--- src/rtl/comms_pkg.sv ---
// rtl/comms_pkg.sv - shared types and constants for the packet receive path
package comms_pkg;

  typedef enum logic [1:0] {
    ST_IDLE,
    ST_LEN,
    ST_PAYLOAD,
    ST_CHECK
  } rx_state_e;

  localparam logic [7:0] SYNC_BYTE_DEFAULT = 8'hA5;
  localparam int CSUM_W = 8;

endpackage

--- src/rtl/rx_packet_decoder_if.sv ---
// rtl/rx_packet_decoder_if.sv - packed-word output stream of the packet decoder
interface rx_packet_decoder_if #(
  parameter int WORD_BYTES = 4
);

  logic [8*WORD_BYTES-1:0] word_out;
  logic                    last_out;
  logic                    word_valid_out;
  logic                    word_ready_in;

  modport master (
    output word_out,
    output last_out,
    output word_valid_out,
    input  word_ready_in
  );

  modport slave (
    input  word_out,
    input  last_out,
    input  word_valid_out,
    output word_ready_in
  );

endinterface

--- src/rtl/sync_fifo.sv ---
// rtl/sync_fifo.sv - single-clock FIFO; a push while full is refused even if a pop
// happens in the same cycle
module sync_fifo #(
  parameter int WIDTH = 33,
  parameter int DEPTH = 8
) (
  input  logic             clk_in,
  input  logic             rst_in,
  input  logic             push,
  input  logic [WIDTH-1:0] push_data,
  input  logic             pop,
  output logic [WIDTH-1:0] pop_data,
  output logic             full,
  output logic             empty
);

  localparam int AW = $clog2(DEPTH);

  logic [WIDTH-1:0] mem [DEPTH];
  logic [AW-1:0]    wr_ptr;
  logic [AW-1:0]    rd_ptr;
  logic [AW:0]      count;
  logic             wr_en;
  logic             rd_en;

  assign full  = (count == (AW+1)'(DEPTH));
  assign empty = (count == '0);
  assign wr_en = push & ~full;
  assign rd_en = pop & ~empty;

  // Head reads as zero while empty so the output is clean out of reset.
  assign pop_data = empty ? '0 : mem[rd_ptr];

  always_ff @(posedge clk_in) begin
    if (rst_in) begin
      wr_ptr <= '0;
      rd_ptr <= '0;
      count  <= '0;
    end else begin
      if (wr_en) wr_ptr <= wr_ptr + 1'b1;
      if (rd_en) rd_ptr <= rd_ptr + 1'b1;
      case ({wr_en, rd_en})
        2'b10:   count <= count + 1'b1;
        2'b01:   count <= count - 1'b1;
        default: count <= count;
      endcase
    end
  end

  always_ff @(posedge clk_in) begin
    if (wr_en) mem[wr_ptr] <= push_data;
  end

endmodule

--- src/rtl/rx_packet_decoder.sv ---
// rtl/rx_packet_decoder.sv - finds A5/LEN/payload frames in the UART byte stream and
// queues payload as little-endian words; RX_PACKET_CHECKSUM_EN adds a trailing sum byte
module rx_packet_decoder
  import comms_pkg::*;
#(
  parameter int         WORD_BYTES     = 4,
  parameter int         FIFO_DEPTH     = 8,
  parameter logic [7:0] SYNC_BYTE      = SYNC_BYTE_DEFAULT,
  parameter int         TIMEOUT_CYCLES = 10000
) (
  input  logic                        clk_in,
  input  logic                        rst_in,
  input  logic [7:0]                  data_in,
  input  logic                        new_data_in,
  rx_packet_decoder_if.master         word_if,
  output logic                        packet_done_out,
  output logic                        err_out,
  output logic                        busy_out
);

  localparam int WW = 8 * WORD_BYTES;
  localparam int BW = (WORD_BYTES > 1) ? $clog2(WORD_BYTES) : 1;
  localparam int TW = $clog2(TIMEOUT_CYCLES + 1);
  localparam logic [BW-1:0] LAST_IDX = BW'(WORD_BYTES - 1);
  localparam logic [TW-1:0] TO_LAST  = TW'(TIMEOUT_CYCLES - 1);

  rx_state_e     state_q, state_d;
  logic [7:0]    rem_q, rem_d;
  logic [BW-1:0] bidx_q, bidx_d;
  logic [WW-1:0] pack_q, pack_d;
  logic          bad_q, bad_d;
  logic [TW-1:0] tcnt_q, tcnt_d;
  logic          done_q, err_q;
`ifdef RX_PACKET_CHECKSUM_EN
  logic [CSUM_W-1:0] csum_q, csum_d;
`endif

  logic [WW-1:0] merged;
  logic          push;
  logic          push_last;
  logic          done_set;
  logic          err_set;
  logic          timeout;
  logic          final_byte;
  logic          fifo_full;
  logic          fifo_empty;
  logic [WW:0]   fifo_head;

  always_comb begin
    merged = pack_q;
    merged[{bidx_q, 3'b000} +: 8] = data_in;
  end

  assign final_byte = (rem_q == 8'd1);
  assign timeout    = (state_q != ST_IDLE) && !new_data_in && (tcnt_q == TO_LAST);

  always_comb begin
    state_d   = state_q;
    rem_d     = rem_q;
    bidx_d    = bidx_q;
    pack_d    = pack_q;
    bad_d     = bad_q;
    tcnt_d    = (state_q == ST_IDLE || new_data_in) ? '0 : tcnt_q + 1'b1;
    push      = 1'b0;
    push_last = 1'b0;
    done_set  = 1'b0;
    err_set   = 1'b0;
`ifdef RX_PACKET_CHECKSUM_EN
    csum_d    = csum_q;
`endif

    if (timeout) begin
      state_d = ST_IDLE;
      pack_d  = '0;
      bidx_d  = '0;
      tcnt_d  = '0;
      err_set = 1'b1;
    end else if (new_data_in) begin
      case (state_q)
        ST_IDLE: begin
          if (data_in == SYNC_BYTE) begin
            state_d = ST_LEN;
            bad_d   = 1'b0;
            bidx_d  = '0;
            pack_d  = '0;
          end
        end
        ST_LEN: begin
          rem_d = data_in;
`ifdef RX_PACKET_CHECKSUM_EN
          csum_d = data_in;
`endif
          if (data_in != 8'd0) begin
            state_d = ST_PAYLOAD;
          end else begin
`ifdef RX_PACKET_CHECKSUM_EN
            state_d = ST_CHECK;
`else
            state_d  = ST_IDLE;
            done_set = 1'b1;
`endif
          end
        end
        ST_PAYLOAD: begin
          rem_d = rem_q - 8'd1;
`ifdef RX_PACKET_CHECKSUM_EN
          csum_d = csum_q + data_in;
`endif
          if (bidx_q == LAST_IDX || final_byte) begin
            push      = 1'b1;
            push_last = final_byte;
            pack_d    = '0;
            bidx_d    = '0;
            // A dropped word poisons the whole packet.
            if (fifo_full) begin
              err_set = 1'b1;
              bad_d   = 1'b1;
            end
          end else begin
            pack_d = merged;
            bidx_d = bidx_q + 1'b1;
          end
          if (final_byte) begin
`ifdef RX_PACKET_CHECKSUM_EN
            state_d = ST_CHECK;
`else
            state_d  = ST_IDLE;
            done_set = !(bad_q || fifo_full);
`endif
          end
        end
`ifdef RX_PACKET_CHECKSUM_EN
        ST_CHECK: begin
          state_d = ST_IDLE;
          if (csum_q + data_in != '0) err_set = 1'b1;
          else if (!bad_q)            done_set = 1'b1;
        end
`endif
        default: state_d = ST_IDLE;
      endcase
    end
  end

  always_ff @(posedge clk_in) begin
    if (rst_in) begin
      state_q <= ST_IDLE;
      rem_q   <= '0;
      bidx_q  <= '0;
      pack_q  <= '0;
      bad_q   <= 1'b0;
      tcnt_q  <= '0;
      done_q  <= 1'b0;
      err_q   <= 1'b0;
    end else begin
      state_q <= state_d;
      rem_q   <= rem_d;
      bidx_q  <= bidx_d;
      pack_q  <= pack_d;
      bad_q   <= bad_d;
      tcnt_q  <= tcnt_d;
      done_q  <= done_set;
      err_q   <= err_set;
    end
  end

`ifdef RX_PACKET_CHECKSUM_EN
  always_ff @(posedge clk_in) begin
    if (rst_in) csum_q <= '0;
    else        csum_q <= csum_d;
  end
`endif

  sync_fifo #(
    .WIDTH (WW + 1),
    .DEPTH (FIFO_DEPTH)
  ) u_fifo (
    .clk_in    (clk_in),
    .rst_in    (rst_in),
    .push      (push),
    .push_data ({push_last, merged}),
    .pop       (word_if.word_ready_in & ~fifo_empty),
    .pop_data  (fifo_head),
    .full      (fifo_full),
    .empty     (fifo_empty)
  );

  assign word_if.word_out       = fifo_head[WW-1:0];
  assign word_if.last_out       = fifo_head[WW];
  assign word_if.word_valid_out = ~fifo_empty;

  assign packet_done_out = done_q;
  assign err_out         = err_q;
  assign busy_out        = (state_q != ST_IDLE);

endmodule
--- src/flat_wrapper.sv ---
// flat-port wrapper written by rule: the top's interface ports become plain ports
module rx_packet_decoder_flat import comms_pkg::*;
#(
  parameter int         WORD_BYTES     = 4,
  parameter int         FIFO_DEPTH     = 8,
  parameter logic [7:0] SYNC_BYTE      = SYNC_BYTE_DEFAULT,
  parameter int         TIMEOUT_CYCLES = 10000
)
  (clk_in, rst_in, data_in, new_data_in, packet_done_out, err_out, busy_out, word_if_word_out, word_if_last_out, word_if_word_valid_out, word_if_word_ready_in);
  rx_packet_decoder_if #(.WORD_BYTES(WORD_BYTES)) word_if_i ();
  input  logic clk_in;
  input  logic rst_in;
  input  logic [7:0] data_in;
  input  logic new_data_in;
  output logic packet_done_out;
  output logic err_out;
  output logic busy_out;
  output wire logic [$bits(word_if_i.word_out)-1:0] word_if_word_out;
  output wire logic [$bits(word_if_i.last_out)-1:0] word_if_last_out;
  output wire logic [$bits(word_if_i.word_valid_out)-1:0] word_if_word_valid_out;
  input wire logic [$bits(word_if_i.word_ready_in)-1:0] word_if_word_ready_in;
  assign word_if_word_out = word_if_i.word_out;
  assign word_if_last_out = word_if_i.last_out;
  assign word_if_word_valid_out = word_if_i.word_valid_out;
  assign word_if_i.word_ready_in = word_if_word_ready_in;
  rx_packet_decoder #(.WORD_BYTES(WORD_BYTES), .FIFO_DEPTH(FIFO_DEPTH), .SYNC_BYTE(SYNC_BYTE), .TIMEOUT_CYCLES(TIMEOUT_CYCLES)) u_core (.clk_in(clk_in), .rst_in(rst_in), .data_in(data_in), .new_data_in(new_data_in), .word_if(word_if_i), .packet_done_out(packet_done_out), .err_out(err_out), .busy_out(busy_out));
endmodule
--- config.mk ---
export PLATFORM = sky130hd
export DESIGN_NAME = rx_packet_decoder_flat
export DESIGN_NICKNAME = d
export VERILOG_FILES = /design/src/rtl/comms_pkg.sv /design/src/rtl/rx_packet_decoder_if.sv /design/src/rtl/sync_fifo.sv /design/src/rtl/rx_packet_decoder.sv /design/src/flat_wrapper.sv
export SDC_FILE = /design/constraint.sdc
export NUM_CORES = 1
export LEC_CHECK = 0
export CORE_MARGIN = 4
export CORE_UTILIZATION = 45
export DETAILED_ROUTE_END_ITERATION = 8
export SETUP_SLACK_MARGIN = 0.3
export SYNTH_ARGS = -nofsm -noshare
export SYNTH_HDL_FRONTEND = slang
export SYNTH_SLANG_ARGS = --single-unit
--- constraint.sdc ---
create_clock -name clk_in -period 13.4 [get_ports clk_in]
set_clock_uncertainty 0.15 [all_clocks]
set_input_delay 1.34 -clock clk_in [delete_from_list [all_inputs] [get_ports clk_in]]
set_output_delay 1.34 -clock clk_in [all_outputs]
set_load 0.03 [all_outputs]
==> impl_metrics.yaml, run 1 <==
setup_path:
  cpLargestDelayFamily: "buffers and inverters"
  path_buf_inv: 2
  critical_path_arrival_ps: 3450
  critPathCaptureType: "output port"
  criticalPathCategory: "flop to output port"
  timing.rr.start: "u_core.state_q[0]"
  required_ps: 11910
  start_kind: "flop"
  reg2reg_slack_ps: 10050
  crit-reg2reg-capture: "u_core.u_fifo.mem[7][3]"
  crit_fanout: 40
  worstPathCellList: "buf_4, mux4_2, mux2i_1, nor2_1, clkdlybuf4s50_1"
  r2r_cells: 7
  crit_path_max_incr_delay_ps: 730
  crit_slowest_cell: "buf_4"
cts:
  cts_sinks: 338
  h-tree-depth: 2
  postCtsSetupRepairBufs: 0
  clkSlewWorstSetupHoldPaths_ps: 60
  clock-root-buffer: "clkbuf_16"
  hold_buffers: 0
  cts_resized: 0
  clk_path_buf_depth: 3
  cts_tree: "built"
  clk_latency_ps: 500
  cts_made_buffers: 36
floorplanning:
  core_sq_um: 30700
  initial_core_util: 0.458
  row_count: 64
  io_pins: 49
  die_w_microns: 185
  dieHeight_microns: 185
  die_area_sq_um: 34200
global_routing:
  grt_pass1_vias: 7945
  busiest_layer: "met2"
  grt_use_met3: 0.0242
  grt_start_max_net_pins: 71
  grt-ovfl-total: 0
  grt_pass1_wl_microns: 45600
  grt.total_usage: 0.172
  use_met1: 0.237
  antenna_found_initial: 0
  met2_usage: 0.296
synth:
  syn_avg_cell_area_sq_um: 14.9
  ys_seq_area_frac: 0.668
  ys_seq_elements: 338
  synthDistinctLibCells: 54
  synth-warning-count: 0
  syn_inst: 944
  async_flop_share: 0
  ys.flop_type: "edfxtp_1"
  synth-edff-count: 264
  syn_nets: 973
  netlist_area_sq_um: 14100
layout:
  final_cell_mix: "264 x edfxtp_1, 109 x nand2_1, 71 x dfxtp_1"
  fin_area_sq_um: 16100
  n_antenna_cell: 0
  area_delta_synth_final_pct: 14.4
  utilization: 0.524
  drive_above_1_share: 0.150
  num-nets-final: 1029
  final_common_cell: "edfxtp_1"
sta:
  setup_viol: 0
  tightest_slew_ps: 1100
  timing.final.max_slew_violations: 0
  slew_headroom: 0.258
  hold_violations: 0
  finalCriticalPeriod_ps: 4940
  fmax_ghz: 0.202
  grt_setup_unrepaired: "false"
  setup_slack_ps: 8460
  fin_crit_sh: 0.369
  setup_tns_ps: 0
placed_design:
  hpwl_microns: 17000
  placed_area_sq_um: 15100
  numPortBuffers: 48
  post-place-ws_ps: 8800
  gp_congestion: 0.745
hold_path:
  min_to: "u_core.pack_q[25]"
  worstHoldPathCells: 2
  holdCritPathClass: "flop to flop"
  worstHoldStart: "u_core.pack_q[25]"
detailed_routing:
  ant_nets: 0
  drt_wl_total_microns: 28800
  wl_per_cell_microns: 20.3
  drc: 0
  firstDrtPassIters: 5
  via_count: 7915
  first_iter_violations: 539
  via_per_inst: 5.58
status:
  status: "complete, no violations"
flow_run:
  cap_violations: 0
power_and_ir_drop:
  p_per_area_nw_per_um2: 125
  peakVddDrop_v: 0.0000821
  p_leak_nw: 5.13
how the worst max path moves through the flow:
stage                 from                      end  slack (ps)  cells past startpoint
2_1_floorplan  new_data_in  u_core.u_fifo.mem[0][0]        7500                      5
3_3_place_gp          flop      word_if_word_out[6]        8840                      5
3_5_place_dp          flop      word_if_word_out[3]        8800                      5
4_1_cts               flop      word_if_word_out[3]        8280                      5
5_1_grt               flop     word_if_word_out[19]        8140                      5
6_report              flop     word_if_word_out[19]        8460                      5
per-layer routing:
layer | wire length [microns] | up-vias | share of wire
met3 | 1240 | 30 | 0.043
met1 | 12600 | 4008 | 0.44
met2 | 14500 | 156 | 0.50
met5 | 0 | - | 0
li1 | - | 3721 | -
met4 | 398 | 0 | 0.014
tightest hold or removal path, cell delays in order (launching register included):
cell,delay (ps)
dfxtp_1,310
nand2_1,50
a21oi_1,50
report_power, final:
| group | internal [W] | switching, W |
|---|---|---|
| combinational | 0.00000492 | 0.0000133 |
| sequential | 0.00112 | 0.0000000958 |
| clock | 0.000511 | 0.000371 |
| total | 0.00163 | 0.000385 |
cell type report:
| class | instances | area [sq um] |
|---|---|---|
| fillers | 2573 | 14600 |
| flip-flops and latches | 338 | 9420 |
| multi-input cells | 539 | 4460 |
| clock buffers | 50 | 985 |
| repair buffers | 72 | 661 |
| well taps | 396 | 495 |
| clock inverters | 11 | 53.8 |
| inverters | 13 | 48.8 |
logic make-up after synthesis:
logic type / count (synthesis) / share of synthesized area
adders and majority gates: 17 / 0.0151
and+or+nand+nor: 284 / 0.0983
muxes: 105 / 0.133
xor gates and xnor gates: 15 / 0.00932
DFF: 338 / 0.668
AOI/OAI and AO/OA: 118 / 0.0561
buffers and inverters: 67 / 0.0199
synth_stat cells, types with 2 or more instances:
master,count,area share
a211o_1,31,0.019
a211oi_1,2,0.0011
a21o_1,2,0.0011
a21oi_1,50,0.018
a22oi_1,3,0.0016
a311o_1,2,0.0014
a31oi_1,2,0.00089
and2_0,2,0.00089
and4b_1,2,0.0014
buf_1,9,0.0024
buf_2,11,0.0039
buf_6,2,0.0016
clkbuf_1,32,0.0085
dfxtp_1,74,0.11
edfxtp_1,264,0.56
ha_1,17,0.015
inv_1,13,0.0035
mux2_2,3,0.0024
mux2i_1,36,0.026
mux4_2,66,0.11
nand2_1,109,0.029
nand2b_1,34,0.015
nand3_1,14,0.0050
nand4_1,4,0.0018
nor2_1,66,0.018
nor2b_1,4,0.0018
nor3_1,9,0.0032
nor4_1,8,0.0036
nor4b_1,2,0.0012
nor4bb_1,5,0.0036
o21ai_0,16,0.0057
o31ai_1,4,0.0021
or3_1,6,0.0027
or3b_1,2,0.0012
or4_1,5,0.0027
or4b_1,2,0.0014
xnor2_1,7,0.0044
xor2_1,8,0.0050
state kept, by name, summed over array words and instances (netlist names), named ones only:
name,cells
u_core.rem_q,8
u_core.bidx_q,2
u_core.pack_q,32
u_core.tcnt_q,14
u_core.err_out,1
u_core.packet_done_out,1
u_core.u_fifo.rd_ptr,3
u_core.state_q,2
u_core.u_fifo.count,4
u_core.bad_q,1
u_core.u_fifo.mem,264
u_core.u_fifo.wr_ptr,3
stage by stage:
stage	hold WS, ps	std cells	power (W)
after floorplan	276	944	0.00115
after global placement	286	1358	0.00116
after detailed placement	294	1358	0.00116
after CTS	302	1419	0.00204
after global routing	312	1419	0.00209
final	301	1419	0.00202
(Power assumes the default switching activity.)
==> run 2: changes to the inputs <==
- clock period: 13.4 -> 4.5 ns (I/O delays scaled with it)
==> impl_metrics.yaml, run 2 (synthesis gave the netlist of run 1 again) <==
status:
  status: "complete, no violations"
power_and_ir_drop:
  swShare: 0.187
  p_seq_frac: 0.529
  p_comb_frac: 0.009
  power_switching_w: 0.00118
  intPower_w: 0.00512
  p_leak_nw: 5.26
  p_per_area_nw_per_um2: 386
  p_clk_frac: 0.463
  peakVddDrop_v: 0.000238
sta:
  setup_viol: 0
  setup_tns_ps: 0
  fmax_ghz: 0.272
  timing.final.max_slew_violations: 0
  slew_headroom: 0.174
  fin_crit_sh: 0.816
  grt_setup_unrepaired: "false"
  finalCriticalPeriod_ps: 3670
  tightest_slew_ps: 1220
  hold_violations: 0
  setup_slack_ps: 827
detailed_routing:
  wl_per_cell_microns: 20.3
  drc: 0
  first_iter_violations: 556
  drt_wl_total_microns: 28900
  via_count: 7986
  firstDrtPassIters: 5
  via_per_inst: 5.61
  ant_nets: 0
setup_path:
  r2r_cells: 12
  critPathCaptureType: "output port"
  timing.rr.start: "u_core.state_q[0]"
  crit-reg2reg-capture: "u_core.u_fifo.count[2]"
  required_ps: 3900
  start_kind: "flop"
  critical_path_arrival_ps: 3070
  criticalPathCategory: "flop to output port"
  crit_fanout: 24
  reg2reg_slack_ps: 1220
hold_path:
  worstHoldStart: "u_core.pack_q[24]"
  min_to: "u_core.pack_q[24]"
  worstHoldPathCells: 2
  holdCritPathClass: "flop to flop"
cts:
  cts_tree: "built"
  h-tree-depth: 2
  clkSlewWorstSetupHoldPaths_ps: 60
  postCtsSetupRepairBufs: 0
  clk_latency_ps: 500
  clock-root-buffer: "clkbuf_16"
  cts_sinks: 338
  clk_path_buf_depth: 3
  cts_resized: 0
  hold_buffers: 0
  cts_made_buffers: 36
layout:
  n_antenna_cell: 0
  fin_area_sq_um: 16300
  final_cell_mix: "264 x edfxtp_1, 109 x nand2_1, 71 x dfxtp_1"
  largest_reg_flops: 264
  top_register: "u_core.u_fifo.mem"
  num-nets-final: 1030
  drive_above_1_share: 0.159
  fin_cells: 1423
  area_delta_synth_final_pct: 15.9
  final_common_cell: "edfxtp_1"
  top_regs: "u_core.u_fifo.mem: 264 flops, u_core.pack_q: 32 flops, u_core.tcnt_q: 14 flops"
global_routing:
  grt_pass1_wl_microns: 46400
  antenna_found_initial: 0
  grt_start_max_net_pins: 67
  grt.total_usage: 0.174
  grt_pass1_vias: 8134
  grt-ovfl-total: 0
floorplanning:
  core_sq_um: 30700
  die_w_microns: 185
  initial_core_util: 0.458
  die_area_sq_um: 34200
  row_count: 64
  io_pins: 49
  dieHeight_microns: 185
flow_run:
  cap_violations: 0
placed_design:
  placed_area_sq_um: 15200
  hpwl_microns: 17200
  gp_congestion: 0.785
  place_inst: 1359
  numPortBuffers: 48
  post-place-ws_ps: 1090
==> run 2: how the worst max path moves through the flow <==
stage | to | from | slack [ps]
6_report | word_if_word_out[8] | flop | 830
5_1_grt | word_if_word_out[8] | flop | 590
4_1_cts | word_if_word_out[8] | flop | 700
3_5_place_dp | u_core.u_fifo.count[2] | new_data_in | 1090
3_3_place_gp | u_core.u_fifo.count[2] | new_data_in | 1150
2_1_floorplan | u_core.u_fifo.mem[4][0] | u_core.state_q[0] | 260
==> run 2: critical path, cell delays in order (launching register included) <==
cell and delay, ps:
dfxtp_4 600, buf_4 510, mux4_2 570, mux2i_1 200
nor2_1 60, clkdlybuf4s50_1 600
==> run 2: per-stage QoR <==
| step | hold WS [ps] | utilization | power (W) |
|---|---|---|---|
| finish | 300 | 0.531 | 0.00630 |
| global route | 318 | 0.531 | 0.00652 |
| CTS | 301 | 0.531 | 0.00638 |
| detailed placement | 293 | 0.493 | 0.00345 |
| global placement | 288 | 0.493 | 0.00345 |
| floorplan | 276 | - | 0.00342 |
==> run 2: final cells by class <==
class / count / area (sq um)
clock buffers: 50 / 995
well taps: 396 / 495
fillers: 2591 / 14400
clock inverters: 14 / 176
inverters: 13 / 48.8
multi-input cells: 539 / 4470
flip-flops and latches: 338 / 9420
repair buffers: 73 / 731
==> run 2: power groups by stage <==
stage	sequential (W)	combinational [W]	clock (W)
after global routing	0.00333	0.0000601	0.00313
after global placement	0.00339	0.0000541	0
after CTS	0.00333	0.0000557	0.00299
after floorplan	0.00340	0.0000218	0
after detailed placement	0.00339	0.0000556	0
final	0.00333	0.0000554	0.00291
==> run 2: per-layer routing <==
| metal | share of wire | track usage |
|---|---|---|
| met3 | 0.040 | 0.0297 |
| met5 | 0 | 0 |
| met2 | 0.49 | 0.286 |
| met1 | 0.46 | 0.247 |
| met4 | 0.016 | 0.0376 |
